==> src/rtl/logic64b_iter.sv <==
// ---------------------------------------------------------------------------
// logic64b_iter
// Multi-cycle 64-bit bitwise logic unit (AND / OR / XOR / ANDN).
// One operation is accepted with start, processed CHUNK bits per clock, and
// the full registered result appears on s together with a one-cycle done
// pulse. The result is bit-identical to the single-cycle combinational path.
//
// Parameters
//   CHUNK  bits processed per cycle (1,2,4,8,16,32,64; must divide 64)
//
// Ports
//   clk    in   1   rising-edge clock
//   reset  in   1   asynchronous, active-high; clears all state
//   start  in   1   request; honoured only in IDLE or DONE
//   op     in   2   00 AND, 01 OR, 10 XOR, 11 ANDN (a & ~b); sampled with start
//   a      in   64  operand A; sampled with start
//   b      in   64  operand B; sampled with start
//   s      out  64  registered result; changes only on completion
//   busy   out  1   high while an operation is in progress
//   done   out  1   one-cycle pulse; s is new and valid while high
// ---------------------------------------------------------------------------
module logic64b_iter #(
    parameter int CHUNK = 8
) (
    input  logic        clk,
    input  logic        reset,
    input  logic        start,
    input  logic [1:0]  op,
    input  logic [63:0] a,
    input  logic [63:0] b,
    output logic [63:0] s,
    output logic        busy,
    output logic        done
);

    localparam int N  = 64 / CHUNK;
    localparam int CW = (N > 1) ? $clog2(N) : 1;
    localparam logic [CW-1:0] LAST = CW'(N - 1);

    typedef enum logic [1:0] {
        IDLE = 2'd0,
        RUN  = 2'd1,
        DONE = 2'd2
    } state_t;

    state_t          state;
    state_t          state_next;

    logic [63:0]     a_l;
    logic [63:0]     b_l;
    logic [1:0]      op_l;
    logic [CW-1:0]   cnt;
    logic [63:0]     part;
    logic [63:0]     part_next;
    logic [5:0]      base;
    logic [CHUNK-1:0] a_c;
    logic [CHUNK-1:0] b_c;
    logic [CHUNK-1:0] r_c;
    logic            accept;
    logic            last;

    // A new request is only honoured when no operation is in flight.
    assign accept = start && ((state == IDLE) || (state == DONE));
    assign last   = (state == RUN) && (cnt == LAST);

    // State register
    always_ff @(posedge clk or posedge reset) begin
        if (reset) begin
            state <= IDLE;
        end else begin
            state <= state_next;
        end
    end

    // Next-state logic; DONE always lasts one cycle and may chain straight
    // into a new operation.
    always_comb begin
        state_next = state;
        case (state)
            IDLE:    if (start) state_next = RUN;
            RUN:     if (cnt == LAST) state_next = DONE;
            DONE:    state_next = start ? RUN : IDLE;
            default: state_next = IDLE;
        endcase
    end

    // Outputs are pure decodes of the registered state.
    always_comb begin
        busy = (state == RUN);
        done = (state == DONE);
    end

    // Slice of the latched operands handled this cycle, and the partial
    // result with that slice merged in.
    always_comb begin
        base = 6'(32'(cnt) * CHUNK);
        a_c  = a_l[base +: CHUNK];
        b_c  = b_l[base +: CHUNK];
        case (op_l)
            2'b00:   r_c = a_c & b_c;
            2'b01:   r_c = a_c | b_c;
            2'b10:   r_c = a_c ^ b_c;
            default: r_c = a_c & ~b_c;
        endcase
        part_next = part;
        part_next[base +: CHUNK] = r_c;
    end

    // Datapath registers. s is written only on the completing edge, so the
    // partial result is never visible outside.
    always_ff @(posedge clk or posedge reset) begin
        if (reset) begin
            a_l  <= '0;
            b_l  <= '0;
            op_l <= '0;
            cnt  <= '0;
            part <= '0;
            s    <= '0;
        end else if (accept) begin
            a_l  <= a;
            b_l  <= b;
            op_l <= op;
            cnt  <= '0;
            part <= '0;
        end else if (state == RUN) begin
            part <= part_next;
            if (last) begin
                s   <= part_next;
                cnt <= '0;
            end else begin
                cnt <= cnt + CW'(1);
            end
        end
    end

endmodule

==> config.mk <==
export PLATFORM = sky130hd
export DESIGN_NAME = logic64b_iter
export DESIGN_NICKNAME = d
export VERILOG_FILES = /design/src/rtl/logic64b_iter.sv
export SDC_FILE = /design/constraint.sdc
export NUM_CORES = 1
export LEC_CHECK = 0
export ABC_AREA = 1
export BUFFER_PORTS_ARGS = -buffer_cell sky130_fd_sc_hd__buf_2
export CORE_MARGIN = 4
export CORE_UTILIZATION = 62
export DETAILED_ROUTE_END_ITERATION = 10
export PLACE_DENSITY_LB_ADDON = 0.2
export SLEW_MARGIN = 20
export SYNTH_ARGS = -nofsm -noshare
export SYNTH_HDL_FRONTEND = slang
export SYNTH_SLANG_ARGS = --single-unit
==> constraint.sdc <==
create_clock -name clk -period 15.3 [get_ports clk]
set_input_delay 3.06 -clock clk [delete_from_list [all_inputs] [get_ports clk]]
set_output_delay 3.06 -clock clk [all_outputs]
set_load 0.01 [all_outputs]
* Word-level counts from Yosys, hierarchy flattened *
Index checks and enable logic that the tools add are counted.

operators by class
  $lt $le $gt $ge = 0
  div/mod/pow operators = 0
  $mul = 0
  reductions and logical operators = 8
  eq/ne operators = 7
  shift-type cells = 4
  $add $sub $neg = 2
  mux-type cells = 11
  bitwise gates (word level) = 6

operators by type and width
  cell                                                                    number
  64-bit two-way mux                                                      2
  64-bit by 7-bit indexed part select with 8-bit output                   2
  64-bit bitwise mux                                                      1
  8-bit by 8-bit variable shift with 64-bit output, first input constant  1
  8-bit by 8-bit indexed part select with 64-bit output                   1
  8-bit case mux with 3 select lines                                      1
  8-bit bitwise AND                                                       2
  3-bit two-way mux                                                       3
  6-bit negation with 8-bit output                                        1
  8-bit inverter                                                          1
  8-bit bitwise OR                                                        1
  8-bit XOR                                                               1
  2-bit case mux with 3 select lines                                      1
  2-bit by 1-bit equality test with 1-bit output, second input constant   2
  2-bit equality test, second input constant                              2
  2-bit zero test                                                         2
  2-bit two-way mux                                                       2
  3-bit by 1-bit adder with 3-bit output, second input constant           1
  3-bit equality test, second input constant                              1
  3-bit AND reduction                                                     1
  1-bit logical AND                                                       2
  2-bit by 1-bit != test with 1-bit output, second input constant         1
  2-bit != test, second input constant                                    1
  2-bit AND reduction                                                     1
  other kinds (4)                                                         4

storage, ports and cells
  bits in writable memories = 0
  input bits = 133
  logic and storage cells = 45
  register bits after elaboration = 263
  memory bits (read-only) = 0
  latch bits = 0
  memories kept = 0

* Logic depth before layout (Yosys ltp) *
Gate-level depths: netlist (run 1).

  word-level depth = 8
  gate-level depth with buffers = 16
  depth with buffers taken out = 14

* Least setup slack after synthesis (run 1) *
No wires, ideal clock.

  path type = in2reg
  from = input start
  to = register part[10]
  slack = 11.156 ns
  library setup time = 0.066 ns
  data required time = 15.234 ns
  arrival = 4.078 ns
  buffers on the path = 2
  stages = 7
  cell sequence = nand2_1 > nand2_2 > inv_1 > buf_2 > clkbuf_1 > nand2_1 > nand2_1

between the ends
  word-level cells in the longest chain between the ends = 2
  elaborated cells on any way between the ends = 3

RTL lines
  item                                                             line  RTL
  start: declaration                                               27    input logic start,
  1-bit logical AND (*)                                            63    assign accept = start && ((state == IDLE) || (state == DONE));
  64-bit two-way mux / 2-bit nonzero test (equally long branches)  --
  end signal: assignment                                           126   part <= part_next;
  end: declaration                                                 53    logic [63:0] part;

Mark *: on every way between the ends. The rest lies on a longest branch, timed or not.
A chain may end at the register's enable or synchronous reset.

* Worst setup path in the final report (run 1) *
  from = register state[0]
  to = output busy

between the ends
  word-level cells in the longest chain between the ends = 1

RTL lines
  item                                            line  RTL
  start: declaration                              46    state_t state;
  start signal: assignment                        71    state <= state_next;
  2-bit by 1-bit equality test with 1-bit output  89    busy = (state == RUN);
  end: declaration                                32    output logic busy,

Every way passes these cells.

==> results of run 1 <==
[logic make-up (layout without fill, tap and decap cells)]
| family | Yosys count | after routing | share of synthesized area |
|---|---|---|---|
| simple gates | 940 | 940 | 0.3266 |
| flops | 263 | 263 | 0.5004 |
| buf+inv | 261 | 425 | 0.08409 |
| compound gates | 179 | 179 | 0.07182 |
| fa+ha+maj | 18 | 18 | 0.01712 |
[worst max-delay path, delay by kind of cell (launching register included)]
family	cells	cell delay, ns
buffers and inverters	3	0.89
flip-flops	1	0.37
AND/OR/NAND/NOR	1	0.07
[per-stage QoR]
step	hold slack, ns	setup slack, ns	cells
2_1_floorplan	0.4414	5.000	1661
3_3_place_gp	0.4535	9.745	2048
3_5_place_dp	0.4576	9.684	2048
4_1_cts	0.4746	10.24	2099
5_1_grt	0.4889	10.18	2100
6_report	0.4736	10.33	2100
[cells in the final DEF (no fill, tap or decap), types with 7 or more instances in the layout]
| cell | n |
|---|---|
| o22ai_1 | 7 |
| o21ai_1 | 12 |
| nand3_1 | 224 |
| nand2_2 | 12 |
| buf_2 | 198 |
| clkbuf_16 | 29 |
| nand2_1 | 466 |
| dfrtp_1 | 262 |
| nor2_1 | 134 |
| a21oi_1 | 130 |
| o21ai_0 | 14 |
| or2_2 | 43 |
| nand2_4 | 7 |
| ha_1 | 18 |
| o211ai_1 | 16 |
| nand4_2 | 24 |
| inv_1 | 152 |
| nor2_2 | 12 |
| buf_4 | 13 |
| clkbuf_8 | 10 |
[power breakdown]
part	switching [mW]	internal, mW
clock network	0.274	0.427
logic	1.15	0.563
registers	0.148	1.01
total	1.57	2.00
[layout make-up]
cell class              count  area, sq um
repair buffers            212         1116
well taps                 275        344.1
inverters                 162        619.3
fillers                  1637         5838
multi-input cells        1137         5483
clock buffers              45        885.9
flip-flops and latches    263         6585
clock inverters             6        83.83
[metal layers]
| metal | routed length, microns | up-vias |
|---|---|---|
| met2 | 15050 | 438 |
| met5 | 0 | - |
| met1 | 14640 | 5434 |
| met4 | 879 | 0 |
| met3 | 2465 | 65 |
| li1 | - | 5567 |
[registers in the layout, indices dropped and copies added (netlist names)]
name   count
a_l       64
b_l       64
cnt        3
op_l       2
part      64
s         64
state      2
[worst max path at each step]
stage / startpoint / to / slack (ns) / depth (start not counted)
CTS: start / a_l[63]$_DFFE_PP0P_ / 10.24 / 6
detailed placement: start / a_l[24]$_DFFE_PP0P_ / 9.68 / 6
global placement: start / a_l[23]$_DFFE_PP0P_ / 9.74 / 5
finish: state[0]$_DFFE_PP0P_ / busy / 10.33 / 4
global route: start / a_l[59]$_DFFE_PP0P_ / 10.18 / 7
floorplan: reset / a_l[0]$_DFFE_PP0P_ / 5.00 / 1
==> metrics.txt, run 1 <==
# TYPE chip_impl_metric gauge
chip_impl_metric{name="core-area",unit="sq um"} 20960
chip_impl_metric{name="setup_total_negative_slack",unit="ns"} 0
chip_impl_metric{name="cellLeakagePower",unit="nW"} 8.167
chip_impl_metric{name="die_width",unit="microns"} 153.7
chip_impl_metric{name="postCtsResizedCells",unit=""} 0
chip_impl_metric{name="drt_iter0_drc",unit=""} 1053
chip_impl_info{name="rr_endpoint",value="part[6]$_DFFE_PP0P_"} 1
chip_impl_metric{name="drt_drc",unit=""} 0
chip_impl_metric{name="tritoncts.num_buffers",unit=""} 28
chip_impl_info{name="grt_busiest_layer",value="met2"} 1
chip_impl_metric{name="post-cts-setup-buffers",unit=""} 0
chip_impl_info{name="holdPathEnd",value="s[16]$_DFFE_PP0P_"} 1
chip_impl_metric{name="ctsHoldBuffers",unit=""} 0
chip_impl_metric{name="setup_viol",unit=""} 0
chip_impl_info{name="crit_path_end_kind",value="primary output"} 1
chip_impl_metric{name="gpl.final_weighted_congestion",unit=""} 0.8238
chip_impl_metric{name="routed_via_density",unit=""} 5.478
chip_impl_metric{name="slew_viol_final",unit=""} 0
chip_impl_metric{name="area_delta_synth_final",unit="%"} 14.94
chip_impl_metric{name="grt.met1_usage",unit=""} 0.4134
chip_impl_metric{name="seq_area_frac_synth",unit=""} 0.5004
chip_impl_info{name="tritoncts",value="built"} 1
chip_impl_metric{name="max_cap_viol_count",unit=""} 0
chip_impl_metric{name="clk_pin_slew",unit="ns"} 0.06
chip_impl_metric{name="finClkSkew",unit="ns"} 0.01031
chip_impl_metric{name="layout-drive-gt1-share",unit=""} 0.2044
chip_impl_metric{name="synth_async_sr_flop_share",unit=""} 1.000
chip_impl_info{name="startpoint_of_the_worst_slack_reg_to_reg_timing_path",value="cnt[0]$_DFFE_PP0P_"} 1
chip_impl_metric{name="utilization",unit=""} 0.7214
chip_impl_metric{name="grt_use_total",unit=""} 0.2783
chip_impl_metric{name="total_power",unit="mW"} 3.569
chip_impl_metric{name="yosysWarnings",unit=""} 0
chip_impl_metric{name="timing.hold.worst_path_depth",unit=""} 2
chip_impl_metric{name="timing.fmax",unit="GHz"} 0.2011
chip_impl_info{name="post_synth_main_area_contributors",value="dfrtp_1 (50%), nand2_1 (13%), nand3_1 (8.5%)"} 1
chip_impl_metric{name="postLayoutCellArea",unit="sq um"} 15120
chip_impl_metric{name="syn-num-nets",unit=""} 1812
chip_impl_metric{name="worst-slew-pin-transition",unit="ns"} 0.9903
chip_impl_metric{name="relSlewSlack",unit=""} 0.3398
chip_impl_metric{name="die_area",unit="sq um"} 23610
chip_impl_metric{name="clkSinkCount",unit=""} 263
chip_impl_metric{name="clock_latency",unit="ns"} 0.53
chip_impl_info{name="hp-start",value="s[16]$_DFFE_PP0P_"} 1
chip_impl_metric{name="post_synth.cell_area_avg",unit="sq um"} 7.918
chip_impl_metric{name="reg2reg_depth",unit=""} 8
chip_impl_info{name="crit_path_cell_trace",value="inv_2, nor2_4, buf_4, buf_2"} 1
chip_impl_metric{name="finalHoldViolations",unit=""} 0
chip_impl_metric{name="drt-pass1-iter-count",unit=""} 5
chip_impl_metric{name="synth_area",unit="sq um"} 13150
chip_impl_metric{name="count_of_unique_library_cells_instantiated_by_yosys",unit=""} 29
chip_impl_metric{name="detailed_place_hpwl",unit="mm"} 21.56
chip_impl_info{name="result_of_the_run",value="finished clean"} 1
chip_impl_metric{name="routed_length_per_instance",unit="microns"} 15.73
chip_impl_metric{name="grt_use_met2",unit=""} 0.4280
chip_impl_info{name="clk_root_buffer_cell",value="clkbuf_16"} 1
chip_impl_metric{name="power_density",unit="nW/um^2"} 236.1
chip_impl_info{name="most_frequent_cell_after_synthesis",value="nand2_1"} 1
chip_impl_info{name="largest_area_contributor_in_the_synthesized_netlist",value="dfrtp_1"} 1
chip_impl_metric{name="detailed_place.area",unit="sq um"} 14120
chip_impl_info{name="path_class",value="reg2out"} 1
chip_impl_metric{name="synth_edf_count",unit=""} 0
chip_impl_metric{name="grt_start_max_net_pins",unit=""} 125
chip_impl_info{name="grt_setup_unrepaired",value="false"} 1
chip_impl_metric{name="fin_crit",unit="ns"} 4.973
chip_impl_metric{name="maximum_level_of_the_cts_h_tree",unit=""} 1
chip_impl_metric{name="num_rows",unit=""} 53
chip_impl_metric{name="timing.final.crit_share",unit=""} 0.3250
chip_impl_info{name="synth_top_flop_cell",value="dfrtp_1"} 1
chip_impl_metric{name="fin_nets",unit=""} 1955
chip_impl_metric{name="grt_util_met3",unit=""} 0.04306
chip_impl_metric{name="synth.top_cell.area_share",unit=""} 0.5004
chip_impl_metric{name="reg2reg_setup_slack",unit="ns"} 11.63
chip_impl_metric{name="vias_in_the_first_global_route",unit=""} 11065
chip_impl_metric{name="cp_slowest_stage_delay",unit="ns"} 0.56
chip_impl_info{name="timing.critical_path.slowest_stage_cell",value="buf_4"} 1
chip_impl_metric{name="die-height",unit="microns"} 153.7
chip_impl_metric{name="routed_wirelength",unit="mm"} 33.03
chip_impl_metric{name="crit_arrival",unit="ns"} 1.91
chip_impl_metric{name="grt_first_pass_wirelength",unit="mm"} 54.95
chip_impl_metric{name="ys_ff_latch",unit=""} 263
chip_impl_metric{name="boundaryPins",unit=""} 199
chip_impl_metric{name="start_util",unit=""} 0.6277
chip_impl_metric{name="worst_ep_required_time",unit="ns"} 12.24
chip_impl_metric{name="gr_ovfl_total",unit=""} 0
chip_impl_info{name="worstSetupStartpointType",value="register"} 1
chip_impl_metric{name="clk_path_buf_depth",unit=""} 3
chip_impl_metric{name="vdd.ir_drop.worst",unit="uV"} 121.8
chip_impl_metric{name="critical_path.max_fanout",unit=""} 61
chip_impl_metric{name="grt_antenna_before_repair",unit=""} 0
chip_impl_info{name="hold_path.class",value="reg2reg"} 1
chip_impl_metric{name="ant_nets",unit=""} 0
chip_impl_metric{name="port_buffers",unit=""} 198
chip_impl_metric{name="dr_total_vias",unit=""} 11504
chip_impl_metric{name="number_of_instances_in_the_synthesized_netlist",unit=""} 1661
chip_impl_metric{name="diodes",unit=""} 0
chip_impl_info{name="synth.top_cells.by_count",value="nand2_1 (467), dfrtp_1 (263), nand3_1 (224)"} 1
(Power assumes the default switching activity.)
==> run 2: changes to the inputs <==
CORE_UTILIZATION = 58   (was 62)
clock period = 4.6 ns   (was 15.3 ns; I/O delays follow)
==> run 2 against run 1 <==
Power grew to 3.3 times the previous value. Global-route usage fell by 1.5 points. Clock skew increased by 0.0032 ns. First-iteration DRC count decreased by 3.0%. Worst hold slack lost 0.0020 ns. Sequential power increased to 3.3 times the previous value. Routed wire length up 1.5%. Critical endpoint is now s[33]$_DFFE_PP0P_. Largest cell class unchanged. Highest routed layer unchanged.
==> metrics.txt, run 2 (synthesized netlist as in run 1, its figures left out) <==
# TYPE chip_impl_metric gauge
chip_impl_metric{name="max_cap_viol_count",unit=""} 0
chip_impl_info{name="clk_root_buffer_cell",value="clkbuf_16"} 1
chip_impl_metric{name="place.detailed.instances",unit=""} 2057
chip_impl_metric{name="grt_start_max_net_pins",unit=""} 174
chip_impl_metric{name="cellLeakagePower",unit="nW"} 8.150
chip_impl_metric{name="routed_via_density",unit=""} 5.459
chip_impl_metric{name="die_width",unit="microns"} 158.6
chip_impl_metric{name="post-cts-setup-buffers",unit=""} 0
chip_impl_metric{name="critical_path.max_fanout",unit=""} 33
chip_impl_metric{name="utilization",unit=""} 0.6835
chip_impl_metric{name="ant_nets",unit=""} 0
chip_impl_metric{name="clk_pin_slew",unit="ns"} 0.06
chip_impl_metric{name="worst_ep_required_time",unit="ns"} 5.01
chip_impl_metric{name="port_buffers",unit=""} 198
chip_impl_metric{name="die-height",unit="microns"} 158.6
chip_impl_info{name="worstSetupStartpointType",value="register"} 1
chip_impl_metric{name="area_delta_synth_final",unit="%"} 14.81
chip_impl_metric{name="clk_path_buf_depth",unit=""} 3
chip_impl_metric{name="setup_total_negative_slack",unit="ns"} 0
chip_impl_metric{name="worst-path-buf-inv",unit=""} 4
chip_impl_metric{name="num_rows",unit=""} 54
chip_impl_metric{name="gr_ovfl_total",unit=""} 0
chip_impl_metric{name="drt_drc",unit=""} 0
chip_impl_info{name="timing.critical_path.slowest_stage_cell",value="dfrtp_1"} 1
chip_impl_metric{name="vias_in_the_first_global_route",unit=""} 10842
chip_impl_metric{name="clock_latency",unit="ns"} 0.54
chip_impl_metric{name="routed_length_per_instance",unit="microns"} 15.90
chip_impl_metric{name="area_used_by_multi_input_combinational_logic",unit="sq um"} 5483
chip_impl_metric{name="worst-slew-pin-transition",unit="ns"} 1.052
chip_impl_metric{name="diodes",unit=""} 0
chip_impl_metric{name="setup_slack",unit="ns"} 1.491
chip_impl_metric{name="timing.fmax",unit="GHz"} 0.3216
chip_impl_metric{name="finalNonFillerCells",unit=""} 2108
chip_impl_metric{name="grt_use_total",unit=""} 0.2634
chip_impl_info{name="path_class",value="reg2reg"} 1
chip_impl_metric{name="routed_wirelength",unit="mm"} 33.52
chip_impl_metric{name="grt_first_pass_wirelength",unit="mm"} 53.91
chip_impl_metric{name="postCtsResizedCells",unit=""} 0
chip_impl_metric{name="cp_slowest_stage_delay",unit="ns"} 0.84
chip_impl_metric{name="setup_viol",unit=""} 0
chip_impl_metric{name="drt-pass1-iter-count",unit=""} 7
chip_impl_metric{name="start_util",unit=""} 0.5953
chip_impl_metric{name="grt_antenna_before_repair",unit=""} 0
chip_impl_metric{name="finClkSkew",unit="ns"} 0.01350
chip_impl_info{name="critical_path.top_delay_family",value="buffers and inverters"} 1
chip_impl_metric{name="vdd.ir_drop.worst",unit="uV"} 454.6
chip_impl_metric{name="tritoncts.num_buffers",unit=""} 28
chip_impl_metric{name="boundaryPins",unit=""} 199
chip_impl_metric{name="timing.final.crit_share",unit=""} 0.6759
chip_impl_info{name="result_of_the_run",value="finished clean"} 1
chip_impl_metric{name="fin_nets",unit=""} 1958
chip_impl_metric{name="relSlewSlack",unit=""} 0.2988
chip_impl_metric{name="pre_cts_ws",unit="ns"} 1.574
chip_impl_metric{name="drt_iter0_drc",unit=""} 1021
chip_impl_metric{name="area.sequential",unit="sq um"} 6585
chip_impl_metric{name="dr_total_vias",unit=""} 11507
chip_impl_info{name="hold_path.class",value="reg2reg"} 1
chip_impl_metric{name="ctsHoldBuffers",unit=""} 0
chip_impl_metric{name="total_power",unit="mW"} 11.81
chip_impl_info{name="tritoncts",value="built"} 1
chip_impl_info{name="grt_setup_unrepaired",value="false"} 1
chip_impl_metric{name="detailed_place_hpwl",unit="mm"} 21.87
chip_impl_metric{name="power_density",unit="nW/um^2"} 782.4
chip_impl_info{name="mostFrequentLayoutCell",value="nand2_1"} 1
chip_impl_metric{name="slew_viol_final",unit=""} 0
chip_impl_metric{name="die_area",unit="sq um"} 25150
chip_impl_metric{name="clkSinkCount",unit=""} 263
chip_impl_info{name="top_library_cells_by_usage_in_the_layout_fill_and_taps_aside",value="nand2_1 (466), dfrtp_1 (262), nand3_1 (224), buf_2 (198), inv_1 (152)"} 1
chip_impl_metric{name="fin_crit",unit="ns"} 3.109
chip_impl_info{name="crit_path_end_kind",value="register"} 1
chip_impl_info{name="crit_path_cell_trace",value="inv_2, ha_1, ha_1, inv_1, buf_4, nand3_1, inv_1, nand2_1, o211ai_1, nand2_1"} 1
chip_impl_metric{name="num-fill-cells",unit=""} 1839
chip_impl_metric{name="maximum_level_of_the_cts_h_tree",unit=""} 1
chip_impl_metric{name="layout-drive-gt1-share",unit=""} 0.2046
chip_impl_metric{name="finalHoldViolations",unit=""} 0
chip_impl_metric{name="core-area",unit="sq um"} 22090
chip_impl_metric{name="gpl.final_weighted_congestion",unit=""} 0.8562
chip_impl_metric{name="crit_arrival",unit="ns"} 3.52
==> run 2: cell count changes in the layout (fill, tap and decap cells not counted), moves of 2 or more <==
cell        delta
clkbuf_8       -4
clkbuf_1       +2
buf_12         +3
clkinvlp_4     +2
==> run 2: power breakdown <==
part	total, mW	switching [mW]	internal [mW]
Clock	2.22	0.912	1.31
Sequential	3.78	0.429	3.35
Combinational	5.81	3.92	1.89
==> run 2: path summary, 6_finish.rpt <==
path                                            from              endpoint  slack (ns)  cells after the start
worst max-delay path              cnt[1]$_DFFE_PP0P_     s[33]$_DFFE_PP0P_        1.49                     10
worst min-delay path            part[17]$_DFFE_PP0P_  part[17]$_DFFE_PP0P_        0.47                      2
worst max register to register    cnt[1]$_DFFE_PP0P_     s[33]$_DFFE_PP0P_        1.49                     10
worst min register to register  part[17]$_DFFE_PP0P_  part[17]$_DFFE_PP0P_        0.47                      2
max in group asynchronous                      reset   b_l[55]$_DFFE_PP0P_        3.40                      3
min in group asynchronous                      reset  part[33]$_DFFE_PP0P_        0.54                      3
==> run 2: final cells by class <==
class / count / area share
flip-flops and latches: 263 / 0.4361
multi-input cells: 1137 / 0.3631
repair buffers: 215 / 0.07656
clock buffers: 43 / 0.05551
inverters: 162 / 0.04085
well taps: 280 / 0.02320
clock inverters: 8 / 0.004723
==> run 2: worst min-delay path, cell delays in order (launching register included) <==
cell	delay (ns)
dfrtp_1	0.33
nand2_1	0.05
nand2_1	0.06
==> run 2: metrics by stage <==
stage	hold slack [ns]	instance area, sq um
finish	0.4716	15100
global route	0.4837	15100
CTS	0.4749	15100
detailed placement	0.4574	14190
global placement	0.4535	14190
floorplan	0.4414	13160
==> run 2: routing by layer <==
layer,global-route usage,vias to the layer above,routed length (microns)
li1,-,5576,-
met1,0.3920,5517,15290
met2,0.4150,373,15510
met3,0.03778,41,2222
met4,0.05768,0,493
met5,0,-,0
==> run 3: changes to the inputs <==
clock period = 3.1 ns   (was 4.6 ns; I/O delays follow)
==> run 3 against run 2 <==
Core utilization is 0.84 points higher. Highest routed layer unchanged. Register-to-register slack worse by 1.0 ns. First-iteration DRC count decreased by 5.8%. Via count grew 1.2%. Global-route usage rose by 1.3 points. Fmax grew 19%.
==> metrics.txt, run 3 (synthesized netlist as in run 1, its figures left out) <==
# TYPE chip_impl_metric gauge
chip_impl_metric{name="routed_via_density",unit=""} 5.496
chip_impl_metric{name="postCtsResizedCells",unit=""} 0
chip_impl_metric{name="maximum_level_of_the_cts_h_tree",unit=""} 1
chip_impl_metric{name="port_buffers",unit=""} 198
chip_impl_metric{name="die_area",unit="sq um"} 25150
chip_impl_info{name="top_library_cells_by_usage_in_the_layout_fill_and_taps_aside",value="nand2_1 (466), dfrtp_1 (262), nand3_1 (224), buf_2 (198), inv_1 (152)"} 1
chip_impl_metric{name="drt_iter0_drc",unit=""} 962
chip_impl_metric{name="setup_viol",unit=""} 0
chip_impl_info{name="timing.critical_path.slowest_stage_cell",value="dfrtp_4"} 1
chip_impl_metric{name="die-height",unit="microns"} 158.6
chip_impl_metric{name="clk_pin_slew",unit="ns"} 0.06
chip_impl_metric{name="ant_nets",unit=""} 0
chip_impl_metric{name="area.sequential",unit="sq um"} 6585
chip_impl_metric{name="post-cts-setup-buffers",unit=""} 0
chip_impl_metric{name="comb_power_share",unit=""} 0.492
chip_impl_info{name="path_class",value="reg2reg"} 1
chip_impl_metric{name="pre_cts_ws",unit="ns"} 0.5397
chip_impl_info{name="crit_path_end_kind",value="register"} 1
chip_impl_metric{name="fin_nets",unit=""} 1970
chip_impl_info{name="grt_setup_unrepaired",value="false"} 1
chip_impl_metric{name="boundaryPins",unit=""} 199
chip_impl_metric{name="gpl.final_weighted_congestion",unit=""} 0.8530
chip_impl_metric{name="swShare",unit=""} 0.4416
chip_impl_metric{name="crit_arrival",unit="ns"} 3.03
chip_impl_info{name="crit_path_most_repeated_cell",value="nand2_1"} 1
chip_impl_metric{name="worst-path-buf-inv",unit=""} 2
chip_impl_metric{name="critical_path.max_fanout",unit=""} 25
chip_impl_metric{name="timing.fmax",unit="GHz"} 0.3821
chip_impl_metric{name="worst_ep_required_time",unit="ns"} 3.51
chip_impl_metric{name="routed_wirelength",unit="mm"} 34.49
chip_impl_metric{name="ctsHoldBuffers",unit=""} 0
chip_impl_metric{name="detailed_place_hpwl",unit="mm"} 23.15
chip_impl_metric{name="cellLeakagePower",unit="nW"} 8.259
chip_impl_info{name="critical_path.top_delay_family",value="simple AND/OR/NAND/NOR gates"} 1
chip_impl_metric{name="core-area",unit="sq um"} 22090
chip_impl_info{name="hold_path.class",value="in2async"} 1
chip_impl_metric{name="timing.final.crit_share",unit=""} 0.8443
chip_impl_metric{name="setup_slack",unit="ns"} 0.4826
chip_impl_metric{name="vdd.ir_drop.worst",unit="uV"} 528.2
chip_impl_info{name="tritoncts",value="built"} 1
chip_impl_metric{name="start_util",unit=""} 0.5953
chip_impl_info{name="result_of_the_run",value="finished clean"} 1
chip_impl_metric{name="dr_total_vias",unit=""} 11647
chip_impl_metric{name="clkSinkCount",unit=""} 263
chip_impl_metric{name="die_width",unit="microns"} 158.6
chip_impl_info{name="clk_root_buffer_cell",value="clkbuf_16"} 1
chip_impl_metric{name="cp_slowest_stage_delay",unit="ns"} 0.49
chip_impl_metric{name="diodes",unit=""} 0
chip_impl_metric{name="finalHoldViolations",unit=""} 0
chip_impl_metric{name="finClkSkew",unit="ns"} 0.006745
chip_impl_metric{name="grt_use_total",unit=""} 0.2766
chip_impl_metric{name="cellInternalPower",unit="mW"} 9.968
chip_impl_info{name="mostFrequentLayoutCell",value="nand2_1"} 1
chip_impl_metric{name="routed_length_per_instance",unit="microns"} 16.28
chip_impl_metric{name="fin_crit",unit="ns"} 2.617
chip_impl_metric{name="num_rows",unit=""} 54
chip_impl_metric{name="area_used_by_multi_input_combinational_logic",unit="sq um"} 5483
chip_impl_info{name="crit_path_cell_trace",value="inv_4, buf_4, nand2_1, nand3_1, nand3_1, nand2_2, ha_1, nand2_1, o21ai_0, nand2_1, nand2_4, o21ai_0, o22ai_1"} 1
chip_impl_metric{name="seq_power_share",unit=""} 0.314
chip_impl_metric{name="grt_antenna_before_repair",unit=""} 0
chip_impl_metric{name="vias_in_the_first_global_route",unit=""} 11305
chip_impl_metric{name="worst-slew-pin-transition",unit="ns"} 0.6949
chip_impl_metric{name="area_delta_synth_final",unit="%"} 16.22
chip_impl_metric{name="power_share_of_the_clock_group",unit=""} 0.194
chip_impl_metric{name="switchingPower",unit="mW"} 7.883
chip_impl_metric{name="clock_latency",unit="ns"} 0.54
chip_impl_metric{name="num-fill-cells",unit=""} 1817
chip_impl_metric{name="relSlewSlack",unit=""} 0.5368
chip_impl_metric{name="slew_viol_final",unit=""} 0
chip_impl_metric{name="layout-drive-gt1-share",unit=""} 0.2121
chip_impl_info{name="worstSetupStartpointType",value="register"} 1
chip_impl_metric{name="clk_path_buf_depth",unit=""} 3
chip_impl_metric{name="drt-pass1-iter-count",unit=""} 6
chip_impl_metric{name="drt_drc",unit=""} 0
chip_impl_metric{name="max_cap_viol_count",unit=""} 0
chip_impl_metric{name="grt_start_max_net_pins",unit=""} 126
chip_impl_metric{name="power_density",unit="nW/um^2"} 1168
chip_impl_metric{name="setup_total_negative_slack",unit="ns"} 0
chip_impl_metric{name="grt_first_pass_wirelength",unit="mm"} 56.30
chip_impl_metric{name="gr_ovfl_total",unit=""} 0
chip_impl_metric{name="tritoncts.num_buffers",unit=""} 28
## run 3: cell count changes in the layout (fill, tap and decap cells not counted), sizes merged
cell      before  now
clkbuf        43   45
clkinv         7    4
buf          215  227
clkinvlp       2    1
inv          160  161
## run 3: final cells by class
class	count	area share
Clock buffer	45	0.05992
Clock inverter	5	0.003520
Inverter	162	0.04019
Multi-Input combinational cell	1137	0.3587
Sequential cell	263	0.4308
Tap cell	280	0.02292
Timing Repair Buffer	227	0.08398
## run 3: layer usage
layer / GRT usage / part of all wire
met1: 0.4031 / 0.44
met5: 0 / 0
met2: 0.4447 / 0.47
met3: 0.03833 / 0.069
met4: 0.06539 / 0.018
## run 3: metrics by stage
stage | util | cell area (sq um) | hold WS, ns | instances | total power, mW
after floorplan | - | 13160 | 0.4414 | 1661 | 11.96
after global placement | 0.6480 | 14320 | 0.4531 | 2069 | 14.00
after detailed placement | 0.6480 | 14320 | 0.4574 | 2069 | 14.30
after CTS | 0.6919 | 15290 | 0.2742 | 2119 | 17.85
after global routing | 0.6919 | 15290 | 0.3024 | 2119 | 19.31
final | 0.6919 | 15290 | 0.2630 | 2119 | 17.85
## run 3: power groups by stage
stage | Clock (mW) | Combinational [mW] | Sequential (mW)
final | 3.46 | 8.79 | 5.60
after global routing | 3.66 | 9.88 | 5.77
after CTS | 3.51 | 8.74 | 5.60
after detailed placement | 0 | 8.66 | 5.64
after global placement | 0 | 8.40 | 5.59
after floorplan | 0 | 6.27 | 5.69
## run 3: final timing paths
| check | startpoint | end | slack [ns] | cells after the start |
|---|---|---|---|---|
| max | cnt[0]$_DFFE_PP0P_ | part[5]$_DFFE_PP0P_ | 0.48 | 13 |
| min | reset | part[39]$_DFFE_PP0P_ | 0.26 | 3 |
| max reg2reg | cnt[0]$_DFFE_PP0P_ | part[5]$_DFFE_PP0P_ | 0.48 | 13 |
| min reg2reg | part[57]$_DFFE_PP0P_ | part[57]$_DFFE_PP0P_ | 0.47 | 2 |
| max in group asynchronous | reset | b_l[59]$_DFFE_PP0P_ | 2.24 | 3 |
| min in group clk | a[37] | a_l[37]$_DFFE_PP0P_ | 0.33 | 3 |
## run 3: worst min-delay path, stage by stage
cell and delay (ns):
buf_2 0.12, clkinvlp_4 0.13, buf_12 0.39
